`config.mk`:
```
export PLATFORM = sky130hd
export DESIGN_NAME = systolic_os_sequencer_flat
export DESIGN_NICKNAME = d
export VERILOG_FILES = /design/src/rtl/systolic_os_sequencer_pkg.sv /design/src/rtl/systolic_os_sequencer_if.sv /design/src/rtl/systolic_os_sequencer_tile.sv /design/src/rtl/systolic_os_sequencer.sv /design/src/flat_wrapper.sv
export SDC_FILE = /design/constraint.sdc
export NUM_CORES = 1
export LEC_CHECK = 0
export BUFFER_PORTS_ARGS = -buffer_cell sky130_fd_sc_hd__buf_2
export CORE_MARGIN = 2
export CORE_UTILIZATION = 33
export CTS_CLUSTER_DIAMETER = 150
export CTS_CLUSTER_SIZE = 14
export DETAILED_ROUTE_END_ITERATION = 10
export PLACE_DENSITY = 0.5
export SYNTH_ARGS = -nofsm -noshare
export SYNTH_HDL_FRONTEND = slang
export SYNTH_HIERARCHICAL = 1
export SYNTH_SLANG_ARGS = --single-unit
export TNS_END_PERCENT = 1
```
`constraint.sdc`:
```
create_clock -name clk -period 11.2 [get_ports clk]
set_input_delay 2.24 -clock clk [delete_from_list [all_inputs] [get_ports clk]]
set_output_delay 2.24 -clock clk [all_outputs]
set_load 0.01 [all_outputs]
```
`src/rtl/systolic_os_sequencer_pkg.sv`:
```
// Shared definitions for the output-stationary systolic sequencer.
// Holds the operation codes driven onto operation_signal_in, the sequencer
// state encoding, and small integer helpers used for tile sizing.
package npu_seq_pkg;

  localparam logic [2:0] OP_IDLE  = 3'b000;
  localparam logic [2:0] OP_FLOW  = 3'b100;
  localparam logic [2:0] OP_DRAIN = 3'b110;

  typedef enum logic [2:0] {IDLE, FLOW, SKEW, DRAIN, STORE} state_t;

  function automatic int unsigned min_u(input int unsigned a, input int unsigned b);
    return (a < b) ? a : b;
  endfunction

  function automatic int unsigned ceil_div(input int unsigned a, input int unsigned b);
    return (a + b - 1) / b;
  endfunction

endpackage

```
`src/rtl/systolic_os_sequencer_if.sv`:
```
// Bundle between the command register block, the sequencer and systolic_system.
// master: command/array side (drives start, abort, M, K, N; observes status
//         and the array control sequence).
// slave : the sequencer itself.
interface systolic_os_sequencer_if #(
  parameter int unsigned ARRAY_N    = 16,
  parameter int unsigned ARRAY_M    = 16,
  parameter int unsigned ADDR_WIDTH = 10,
  parameter int unsigned DIM_WIDTH  = 16
);
  localparam int unsigned RW = $clog2(ARRAY_N) + 1;
  localparam int unsigned CW = $clog2(ARRAY_M) + 1;

  logic                  start;
  logic                  abort;
  logic [DIM_WIDTH-1:0]  M;
  logic [DIM_WIDTH-1:0]  K;
  logic [DIM_WIDTH-1:0]  N;
  logic                  busy;
  logic                  done;
  logic                  err;
  logic                  a_buf_on;
  logic                  w_buf_on;
  logic                  mode;
  logic [2:0]            operation_signal_in;
  logic [ADDR_WIDTH-1:0] a_base_addr;
  logic [ADDR_WIDTH-1:0] w_base_addr;
  logic [ADDR_WIDTH-1:0] o_base_addr;
  logic [RW-1:0]         a_num_rows;
  logic [CW-1:0]         w_num_cols;
  logic                  o_ag_o_on;

  modport master (
    output start, abort, M, K, N,
    input  busy, done, err, a_buf_on, w_buf_on, mode, operation_signal_in,
           a_base_addr, w_base_addr, o_base_addr, a_num_rows, w_num_cols, o_ag_o_on
  );

  modport slave (
    input  start, abort, M, K, N,
    output busy, done, err, a_buf_on, w_buf_on, mode, operation_signal_in,
           a_base_addr, w_base_addr, o_base_addr, a_num_rows, w_num_cols, o_ag_o_on
  );
endinterface

```
`src/rtl/systolic_os_sequencer_tile.sv`:
```
// os_tile_counter: walks the output tiles (column tile first, then row tile)
// and keeps per-tile sizes and buffer base addresses in registers.
// Ports: clk, reset_n (async, active-low); load (start of a job, samples
// m_in/n_in), advance (step to next tile), clear (return to idle values);
// k = latched reduction length; rows/cols = current tile size;
// a_base/w_base/o_base = base addresses; last_tile = current tile is final.
module os_tile_counter
  import npu_seq_pkg::*;
#(
  parameter int unsigned ARRAY_N    = 16,
  parameter int unsigned ARRAY_M    = 16,
  parameter int unsigned ADDR_WIDTH = 10,
  parameter int unsigned DIM_WIDTH  = 16,
  parameter int unsigned RW         = $clog2(ARRAY_N) + 1,
  parameter int unsigned CW         = $clog2(ARRAY_M) + 1
) (
  input  logic                  clk,
  input  logic                  reset_n,
  input  logic                  load,
  input  logic                  advance,
  input  logic                  clear,
  input  logic [DIM_WIDTH-1:0]  m_in,
  input  logic [DIM_WIDTH-1:0]  n_in,
  input  logic [DIM_WIDTH-1:0]  k,
  output logic [RW-1:0]         rows,
  output logic [CW-1:0]         cols,
  output logic [ADDR_WIDTH-1:0] a_base,
  output logic [ADDR_WIDTH-1:0] w_base,
  output logic [ADDR_WIDTH-1:0] o_base,
  output logic                  last_tile
);

  logic [DIM_WIDTH-1:0] row_tile, col_tile, tile_idx;
  logic [DIM_WIDTH-1:0] last_row, last_col;
  // Remaining rows/cols from the current tile origin to the matrix edge.
  logic [DIM_WIDTH-1:0] row_rem, col_rem, n_lat;

  assign last_tile = (row_tile == last_row) && (col_tile == last_col);

  always_ff @(posedge clk or negedge reset_n) begin
    if (!reset_n) begin
      {row_tile, col_tile, tile_idx, last_row, last_col, row_rem, col_rem, n_lat} <= '0;
      {rows, cols, a_base, w_base, o_base} <= '0;
    end else if (clear) begin
      {row_tile, col_tile, tile_idx, last_row, last_col, row_rem, col_rem, n_lat} <= '0;
      {rows, cols, a_base, w_base, o_base} <= '0;
    end else if (load) begin
      row_tile <= '0;
      col_tile <= '0;
      tile_idx <= '0;
      last_row <= DIM_WIDTH'(ceil_div(32'(m_in), ARRAY_N) - 1);
      last_col <= DIM_WIDTH'(ceil_div(32'(n_in), ARRAY_M) - 1);
      row_rem  <= m_in;
      col_rem  <= n_in;
      n_lat    <= n_in;
      rows     <= RW'(min_u(ARRAY_N, 32'(m_in)));
      cols     <= CW'(min_u(ARRAY_M, 32'(n_in)));
      a_base   <= '0;
      w_base   <= '0;
      o_base   <= '0;
    end else if (advance) begin
      tile_idx <= tile_idx + DIM_WIDTH'(1);
      o_base   <= ADDR_WIDTH'((32'(tile_idx) + 32'd1) * ARRAY_N);
      if (col_tile != last_col) begin
        col_tile <= col_tile + DIM_WIDTH'(1);
        col_rem  <= col_rem - DIM_WIDTH'(ARRAY_M);
        w_base   <= w_base + ADDR_WIDTH'(k);
        cols     <= CW'(min_u(ARRAY_M, 32'(col_rem) - ARRAY_M));
      end else begin
        // Column wrap: restart the column walk and move down one row tile.
        col_tile <= '0;
        col_rem  <= n_lat;
        w_base   <= '0;
        cols     <= CW'(min_u(ARRAY_M, 32'(n_lat)));
        row_tile <= row_tile + DIM_WIDTH'(1);
        row_rem  <= row_rem - DIM_WIDTH'(ARRAY_N);
        a_base   <= a_base + ADDR_WIDTH'(k);
        rows     <= RW'(min_u(ARRAY_N, 32'(row_rem) - ARRAY_N));
      end
    end
  end

endmodule

```
`src/rtl/systolic_os_sequencer.sv`:
```
// systolic_os_sequencer: control sequencer for systolic_system in
// output-stationary mode. From start/M/K/N it tiles the MxN output and, per
// tile, plays FLOW (K) -> SKEW (rows+cols-1) -> DRAIN (ARRAY_N-rows-1, may be
// empty) -> STORE (rows+1) with no bubbles between phases.
// Ports: clk, reset_n (async, active-low); bus (slave modport) carrying the
// command inputs, status (busy/done/err) and array controls, all registered.
module systolic_os_sequencer
  import npu_seq_pkg::*;
#(
  parameter int unsigned ARRAY_N    = 16,
  parameter int unsigned ARRAY_M    = 16,
  parameter int unsigned ADDR_WIDTH = 10,
  parameter int unsigned DIM_WIDTH  = 16
) (
  input  logic                    clk,
  input  logic                    reset_n,
  systolic_os_sequencer_if.slave  bus
);

  localparam int unsigned RW    = $clog2(ARRAY_N) + 1;
  localparam int unsigned CW    = $clog2(ARRAY_M) + 1;
  localparam int unsigned CNT_W = DIM_WIDTH + 1;

  state_t               state, state_nx;
  logic [CNT_W-1:0]     cnt, cnt_nx;
  logic [DIM_WIDTH-1:0] k_lat;
  logic                 load, advance, clear;
  logic                 busy_nx, done_nx, err_nx, buf_on_nx, ag_on_nx;
  logic [2:0]           op_nx;
  logic [RW-1:0]        rows;
  logic [CW-1:0]        cols;
  logic                 last_tile;
  logic [CNT_W-1:0]     skew_len, drain_len;

  os_tile_counter #(
    .ARRAY_N(ARRAY_N), .ARRAY_M(ARRAY_M), .ADDR_WIDTH(ADDR_WIDTH), .DIM_WIDTH(DIM_WIDTH)
  ) u_tile (
    .clk(clk), .reset_n(reset_n), .load(load), .advance(advance), .clear(clear),
    .m_in(bus.M), .n_in(bus.N), .k(k_lat),
    .rows(rows), .cols(cols),
    .a_base(bus.a_base_addr), .w_base(bus.w_base_addr), .o_base(bus.o_base_addr),
    .last_tile(last_tile)
  );

  assign bus.a_num_rows = rows;
  assign bus.w_num_cols = cols;
  assign bus.mode       = 1'b1;

  assign skew_len  = CNT_W'(rows) + CNT_W'(cols) - CNT_W'(1);
  // Partial-height tiles need the remaining array rows flushed before STORE.
  assign drain_len = (CNT_W'(rows) + CNT_W'(1) < CNT_W'(ARRAY_N))
                   ? CNT_W'(ARRAY_N) - CNT_W'(rows) - CNT_W'(1) : '0;

  always_comb begin
    state_nx = state;
    cnt_nx   = cnt;
    load     = 1'b0;
    advance  = 1'b0;
    clear    = 1'b0;
    done_nx  = 1'b0;
    err_nx   = 1'b0;
    if (state == IDLE) begin
      if (bus.start && !bus.abort) begin
        if (bus.M == '0 || bus.K == '0 || bus.N == '0) begin
          err_nx = 1'b1;
        end else begin
          state_nx = FLOW;
          cnt_nx   = CNT_W'(bus.K) - CNT_W'(1);
          load     = 1'b1;
        end
      end
    end else if (bus.abort) begin
      state_nx = IDLE;
      cnt_nx   = '0;
      clear    = 1'b1;
    end else if (cnt != '0) begin
      cnt_nx = cnt - CNT_W'(1);
    end else begin
      // Phase counter expired: reload for the following phase.
      unique case (state)
        FLOW: begin
          state_nx = SKEW;
          cnt_nx   = skew_len - CNT_W'(1);
        end
        SKEW: begin
          if (drain_len != '0) begin
            state_nx = DRAIN;
            cnt_nx   = drain_len - CNT_W'(1);
          end else begin
            state_nx = STORE;
            cnt_nx   = CNT_W'(rows);
          end
        end
        DRAIN: begin
          state_nx = STORE;
          cnt_nx   = CNT_W'(rows);
        end
        STORE: begin
          if (last_tile) begin
            state_nx = IDLE;
            cnt_nx   = '0;
            done_nx  = 1'b1;
            clear    = 1'b1;
          end else begin
            state_nx = FLOW;
            cnt_nx   = CNT_W'(k_lat) - CNT_W'(1);
            advance  = 1'b1;
          end
        end
        default: begin
          state_nx = IDLE;
          cnt_nx   = '0;
        end
      endcase
    end

    buf_on_nx = 1'b0;
    ag_on_nx  = 1'b0;
    op_nx     = OP_IDLE;
    unique case (state_nx)
      FLOW:    begin buf_on_nx = 1'b1; op_nx = OP_FLOW; end
      SKEW:    op_nx = OP_FLOW;
      DRAIN:   op_nx = OP_DRAIN;
      STORE:   begin ag_on_nx = 1'b1; op_nx = OP_DRAIN; end
      default: op_nx = OP_IDLE;
    endcase
    busy_nx = (state_nx != IDLE);
  end

  always_ff @(posedge clk or negedge reset_n) begin
    if (!reset_n) begin
      state                   <= IDLE;
      cnt                     <= '0;
      k_lat                   <= '0;
      bus.busy                <= 1'b0;
      bus.done                <= 1'b0;
      bus.err                 <= 1'b0;
      bus.a_buf_on            <= 1'b0;
      bus.w_buf_on            <= 1'b0;
      bus.o_ag_o_on           <= 1'b0;
      bus.operation_signal_in <= OP_IDLE;
    end else begin
      state                   <= state_nx;
      cnt                     <= cnt_nx;
      if (load) k_lat         <= bus.K;
      bus.busy                <= busy_nx;
      bus.done                <= done_nx;
      bus.err                 <= err_nx;
      bus.a_buf_on            <= buf_on_nx;
      bus.w_buf_on            <= buf_on_nx;
      bus.o_ag_o_on           <= ag_on_nx;
      bus.operation_signal_in <= op_nx;
    end
  end

endmodule

```
`src/flat_wrapper.sv`:
```
// flat-port wrapper written by rule: the top's interface ports become plain ports
module systolic_os_sequencer_flat import npu_seq_pkg::*;
#(
  parameter int unsigned ARRAY_N    = 16,
  parameter int unsigned ARRAY_M    = 16,
  parameter int unsigned ADDR_WIDTH = 10,
  parameter int unsigned DIM_WIDTH  = 16
)
  (clk, reset_n, bus_start, bus_abort, bus_M, bus_K, bus_N, bus_busy, bus_done, bus_err, bus_a_buf_on, bus_w_buf_on, bus_mode, bus_operation_signal_in, bus_a_base_addr, bus_w_base_addr, bus_o_base_addr, bus_a_num_rows, bus_w_num_cols, bus_o_ag_o_on);
  systolic_os_sequencer_if #(.ARRAY_N(ARRAY_N), .ARRAY_M(ARRAY_M), .ADDR_WIDTH(ADDR_WIDTH), .DIM_WIDTH(DIM_WIDTH)) bus_i ();
  input  logic clk;
  input  logic reset_n;
  input wire logic [$bits(bus_i.start)-1:0] bus_start;
  input wire logic [$bits(bus_i.abort)-1:0] bus_abort;
  input wire logic [$bits(bus_i.M)-1:0] bus_M;
  input wire logic [$bits(bus_i.K)-1:0] bus_K;
  input wire logic [$bits(bus_i.N)-1:0] bus_N;
  output wire logic [$bits(bus_i.busy)-1:0] bus_busy;
  output wire logic [$bits(bus_i.done)-1:0] bus_done;
  output wire logic [$bits(bus_i.err)-1:0] bus_err;
  output wire logic [$bits(bus_i.a_buf_on)-1:0] bus_a_buf_on;
  output wire logic [$bits(bus_i.w_buf_on)-1:0] bus_w_buf_on;
  output wire logic [$bits(bus_i.mode)-1:0] bus_mode;
  output wire logic [$bits(bus_i.operation_signal_in)-1:0] bus_operation_signal_in;
  output wire logic [$bits(bus_i.a_base_addr)-1:0] bus_a_base_addr;
  output wire logic [$bits(bus_i.w_base_addr)-1:0] bus_w_base_addr;
  output wire logic [$bits(bus_i.o_base_addr)-1:0] bus_o_base_addr;
  output wire logic [$bits(bus_i.a_num_rows)-1:0] bus_a_num_rows;
  output wire logic [$bits(bus_i.w_num_cols)-1:0] bus_w_num_cols;
  output wire logic [$bits(bus_i.o_ag_o_on)-1:0] bus_o_ag_o_on;
  assign bus_i.start = bus_start;
  assign bus_i.abort = bus_abort;
  assign bus_i.M = bus_M;
  assign bus_i.K = bus_K;
  assign bus_i.N = bus_N;
  assign bus_busy = bus_i.busy;
  assign bus_done = bus_i.done;
  assign bus_err = bus_i.err;
  assign bus_a_buf_on = bus_i.a_buf_on;
  assign bus_w_buf_on = bus_i.w_buf_on;
  assign bus_mode = bus_i.mode;
  assign bus_operation_signal_in = bus_i.operation_signal_in;
  assign bus_a_base_addr = bus_i.a_base_addr;
  assign bus_w_base_addr = bus_i.w_base_addr;
  assign bus_o_base_addr = bus_i.o_base_addr;
  assign bus_a_num_rows = bus_i.a_num_rows;
  assign bus_w_num_cols = bus_i.w_num_cols;
  assign bus_o_ag_o_on = bus_i.o_ag_o_on;
  systolic_os_sequencer #(.ARRAY_N(ARRAY_N), .ARRAY_M(ARRAY_M), .ADDR_WIDTH(ADDR_WIDTH), .DIM_WIDTH(DIM_WIDTH)) u_core (.clk(clk), .reset_n(reset_n), .bus(bus_i));
endmodule
```
==> impl_metrics.py <==
metrics = {
    "status": {
        "run_status": "complete, no violations",
    },
    "detailed_routing": {
        "antenna_left": 0,
        "drt_drc_violations_left": 0,
        "post_drt_wl_per_cell_um": 18.8,
        "wl_um": 39000,
        "drt-initial-drc-count": 773,
        "drt_first_pass_iters": 5,
        "dr_total_vias": 11411,
        "vias_per_cell": 5.50,
    },
    "worst_setup_path": {
        "cp_slowest_cell": "sky130_fd_sc_hd__a21oi_1",
        "timing.reg2reg.worst_path_depth": 13,
        "startpoint_type": "input pin",
        "crit_fanout": 48,
        "worstPathArrival_ns": 6.17,
        "crit_family": "simple AND/OR/NAND/NOR gates",
        "reg2reg_to": "u_core/u_tile/col_tile[15]$_DFFE_PN0P_",
        "crit-reg2reg-launch": "u_core/cnt[0]$_DFFE_PN0P_",
        "critPathRequiredTime_ns": 11.50,
        "regToRegSetupSlack_ns": 6.21,
        "critPathCaptureType": "register",
        "path_buf_inv": 2,
        "crit_path_cell_trace": "buf_2 -> or4_1 -> or3_1 -> nor3_2 -> nor3_4 -> buf_4 -> or2_2 -> a21oi_1 -> o21ai_0",
        "critPathMaxStageDelay_ns": 0.91,
        "timing.critical_path.depth": 9,
        "critical_path_class": "input pin to register",
    },
    "worst_hold_path": {
        "endpoint_of_the_worst_hold_timing_path": "u_core/u_tile/col_rem[1]$_DFFE_PN0P_",
        "holdPathStages": 2,
        "hp-class": "register to register",
        "timing.hold.worst.start": "u_core/u_tile/col_rem[1]$_DFFE_PN0P_",
    },
    "logic_synthesis": {
        "share_of_the_yosys_chip_area_belonging_to_registers": 0.367,
        "postSynthAreaPerCell_um2": 8.74,
        "ys_ff_latch": 191,
        "synth_flop_cell": "sky130_fd_sc_hd__dfrtp_1",
        "post_synth_inst_count": 1492,
        "synth.distinct_cells": 84,
        "post_synth_main_area_contributors": "sky130_fd_sc_hd__dfrtp_1 37%, sky130_fd_sc_hd__xnor2_1 6.6%, sky130_fd_sc_hd__ha_1 4.9%",
        "async_reset_ff_frac": 1.00,
        "synth_largest_area_cell": "sky130_fd_sc_hd__dfrtp_1",
        "post_synth_edffs": 0,
        "post_synth_instance_area_um2": 13000,
        "synth_top_area_share": 0.367,
        "yosysWarnings": 6,
    },
    "sta": {
        "final_period_minus_worst_setup_slack_ns": 5.87,
        "worst_slew_margin_rel": 0.310,
        "worstMarginPinSlew_ns": 1.04,
        "final_max_slew_viol_count": 0,
        "finalHoldViolCount": 0,
        "fin_setup_tns_ns": 0,
        "max_freq_mhz": 170,
        "unrepaired_setup_endpoints_after_global_routing": "false",
        "final.setup_skew_ns": 0.0126,
        "period_share": 0.524,
        "setup_violations": 0,
    },
    "floorplan": {
        "dieWidth_um": 203,
        "floorplan.die.height_um": 203,
        "initial_core_util": 0.336,
        "num_rows": 72,
        "floorplan.die_area_um2": 41100,
        "ioPinCount": 102,
        "core_um2": 38800,
    },
    "clock_tree": {
        "holdBufCountCts": 0,
        "cts_resized": 0,
        "cts_root_buf": "sky130_fd_sc_hd__clkbuf_16",
        "clock_tree.buffer_depth": 2,
        "post-cts-setup-buffer-count": 0,
        "worstSkewPairLatency_ns": 0.46,
        "number_of_levels_in_the_clock_h_tree": 4,
        "cts_sinks": 191,
        "tritoncts.num_buffers": 17,
        "clk_transition_reported_paths_ns": 0.08,
        "tritoncts_clock_tree": "yes",
    },
    "global_route": {
        "grt_max_degree": 74,
        "track_usage": 0.194,
        "antenna_found_initial": 0,
        "gr-total-overflow": 0,
        "number_of_global_route_vias_before_repair": 11069,
        "grt_pass1_wl_um": 63000,
    },
    "layout": {
        "synthesis_to_finish_area_growth_pct": 12.1,
        "drive_above_1_share": 0.121,
        "fin_nets": 1649,
        "n_antenna_cell": 0,
        "postLayoutCellArea_um2": 14600,
    },
    "power_and_ir_drop": {
        "power_density_nw_per_um2": 156,
        "vdd_ir_drop_max_mv": 0.121,
        "power_leakage_uw": 0.00600,
    },
    "flow_run": {
        "cap_viol_max_count": 0,
    },
    "placed_design": {
        "placed_wire_length_estimate_um": 28200,
        "placed_cell_area_um2": 14000,
        "placement.io_buffers": 95,
        "gp_congestion": 0.890,
    },
}
-- area by class of cell --
class	count	area, µm²
Fill cell	3989	24200
Clock buffer	20	457
Inverter	62	233
Clock inverter	11	176
Tap cell	518	648
Sequential cell	191	4780
Multi-Input combinational cell	1162	7730
Timing Repair Buffer	109	589
-- worst max path at each step --
stage / startpoint / endpoint / slack, ns
6_report: bus_K[7] / u_core/u_tile/col_rem[3]$_DFFE_PN0P_ / 5.33
5_1_grt: bus_K[6] / u_core/u_tile/col_rem[0]$_DFFE_PN0P_ / 5.02
3_3_place_gp: bus_K[7] / u_core/u_tile/col_rem[0]$_DFFE_PN0P_ / 4.86
3_5_place_dp: bus_K[7] / u_core/u_tile/rows[2]$_DFFE_PN0P_ / 4.81
2_1_floorplan: bus_K[7] / u_core/u_tile/w_base[0]$_DFFE_PN0P_ / 5.78
4_1_cts: bus_K[7] / u_core/u_tile/rows[2]$_DFFE_PN0P_ / 5.32
-- state kept, by name (all words and copies together), names as in the netlist, 6 cells and up --
register and count:
u_core/u_tile/a_base 10, u_core/u_tile/row_rem 16, u_core/k_lat 16, u_core/u_tile/col_rem 16, u_core/u_tile/n_lat 16, u_core/u_tile/col_tile 16
u_core/u_tile/w_base 10, u_core/cnt 17, u_core/u_tile/row_tile 16, u_core/u_tile/last_row 16, u_core/u_tile/last_col 16, u_core/u_tile/tile_idx 6
-- kinds of logic (layout without fill, tap and decap cells) --
logic type	count (synthesis)	after routing	share of synthesized area
compound gates	345	345	0.177
xor+xnor	147	147	0.0988
fa+ha+maj	54	54	0.0536
buf+inv	142	202	0.0440
flops	191	191	0.367
mux	53	53	0.0424
other cells	3	6	0.000864
simple gates	557	557	0.217
-- Yosys cell counts, drive strengths merged, types with 5 or more instances --
| cell | n |
|---|---|
| dfrtp | 191 |
| nor2 | 153 |
| nand2 | 130 |
| xnor2 | 98 |
| a21oi | 87 |
| o21ai | 76 |
| inv | 60 |
| clkbuf | 55 |
| ha | 51 |
| nor3 | 50 |
| xor2 | 49 |
| or3 | 40 |
| mux2i | 35 |
| nand3 | 35 |
| nor4 | 34 |
| buf | 25 |
| nand4 | 22 |
| a211oi | 20 |
| mux2 | 18 |
| or4 | 18 |
| a31oi | 15 |
| o31ai | 15 |
| o211ai | 14 |
| a221oi | 13 |
| nand2b | 13 |
| a22o | 11 |
| o21a | 11 |
| a311oi | 9 |
| o22ai | 9 |
| a21o | 8 |
| and3 | 8 |
| or2 | 8 |
| a221o | 7 |
| and2 | 7 |
| nor2b | 7 |
| nor4b | 7 |
| a22oi | 6 |
| nor3b | 6 |
| o311ai | 6 |
| or4b | 5 |
-- layout by cell type, fill, tap and decap left out, types with 7 or more instances in the layout --
cell / count
sky130_fd_sc_hd__o211ai_1: 14
sky130_fd_sc_hd__a221oi_1: 12
sky130_fd_sc_hd__and3_1: 8
sky130_fd_sc_hd__a22o_1: 11
sky130_fd_sc_hd__nand2_1: 130
sky130_fd_sc_hd__o21ai_0: 73
sky130_fd_sc_hd__clkbuf_16: 17
sky130_fd_sc_hd__xnor2_1: 98
sky130_fd_sc_hd__or3_1: 37
sky130_fd_sc_hd__a21oi_1: 85
sky130_fd_sc_hd__or4_1: 16
sky130_fd_sc_hd__o31ai_1: 15
sky130_fd_sc_hd__nor4_1: 31
sky130_fd_sc_hd__a21o_1: 8
sky130_fd_sc_hd__or2_2: 7
sky130_fd_sc_hd__mux2_2: 16
sky130_fd_sc_hd__mux2i_1: 35
sky130_fd_sc_hd__o22ai_1: 9
sky130_fd_sc_hd__nand3_1: 35
sky130_fd_sc_hd__and2_1: 7
sky130_fd_sc_hd__nor3_1: 45
sky130_fd_sc_hd__a31oi_1: 15
sky130_fd_sc_hd__a311oi_1: 8
sky130_fd_sc_hd__ha_1: 51
sky130_fd_sc_hd__dfrtp_1: 191
sky130_fd_sc_hd__nor2_1: 153
sky130_fd_sc_hd__nand4_1: 22
sky130_fd_sc_hd__xor2_1: 49
sky130_fd_sc_hd__buf_4: 14
sky130_fd_sc_hd__o21a_1: 11
sky130_fd_sc_hd__a221o_1: 7
sky130_fd_sc_hd__nand2b_1: 13
sky130_fd_sc_hd__inv_1: 60
sky130_fd_sc_hd__a211oi_1: 20
sky130_fd_sc_hd__buf_2: 94
sky130_fd_sc_hd__nor2b_1: 7
-- metal layers --
layer,global-route usage,routed length (µm),up-vias,share of wire
li1,-,-,5512,-
met1,0.264,18200,5588,0.47
met2,0.318,18600,263,0.48
met3,0.0273,1480,48,0.038
met4,0.0610,792,0,0.020
met5,0,0,-,0
-- through the flow --
step / util / std cells / total power, µW / setup WS [ns] / hold slack, ns
2_1_floorplan: - / 1495 / 1380 / 5.78 / 0.470
3_3_place_gp: 0.360 / 2042 / 1590 / 4.86 / 0.510
3_5_place_dp: 0.360 / 2042 / 1600 / 4.81 / 0.508
4_1_cts: 0.376 / 2073 / 2290 / 5.32 / 0.527
5_1_grt: 0.376 / 2073 / 2420 / 5.02 / 0.566
6_report: 0.376 / 2073 / 2270 / 5.33 / 0.520
-- power breakdown --
part / internal, µW / switching, µW
logic: 286 / 398
clock network: 388 / 294
registers: 779 / 127
total: 1450 / 819
-- worst min-delay path: cells and delay by family (launching register included) --
| family | cells | cell delay [ns] |
|---|---|---|
| AO/OA/AOI/OAI | 1 | 0.06 |
| AND/OR/NAND/NOR | 1 | 0.05 |
| flip-flops | 1 | 0.37 |
Power figures use the tool's default switching activity.
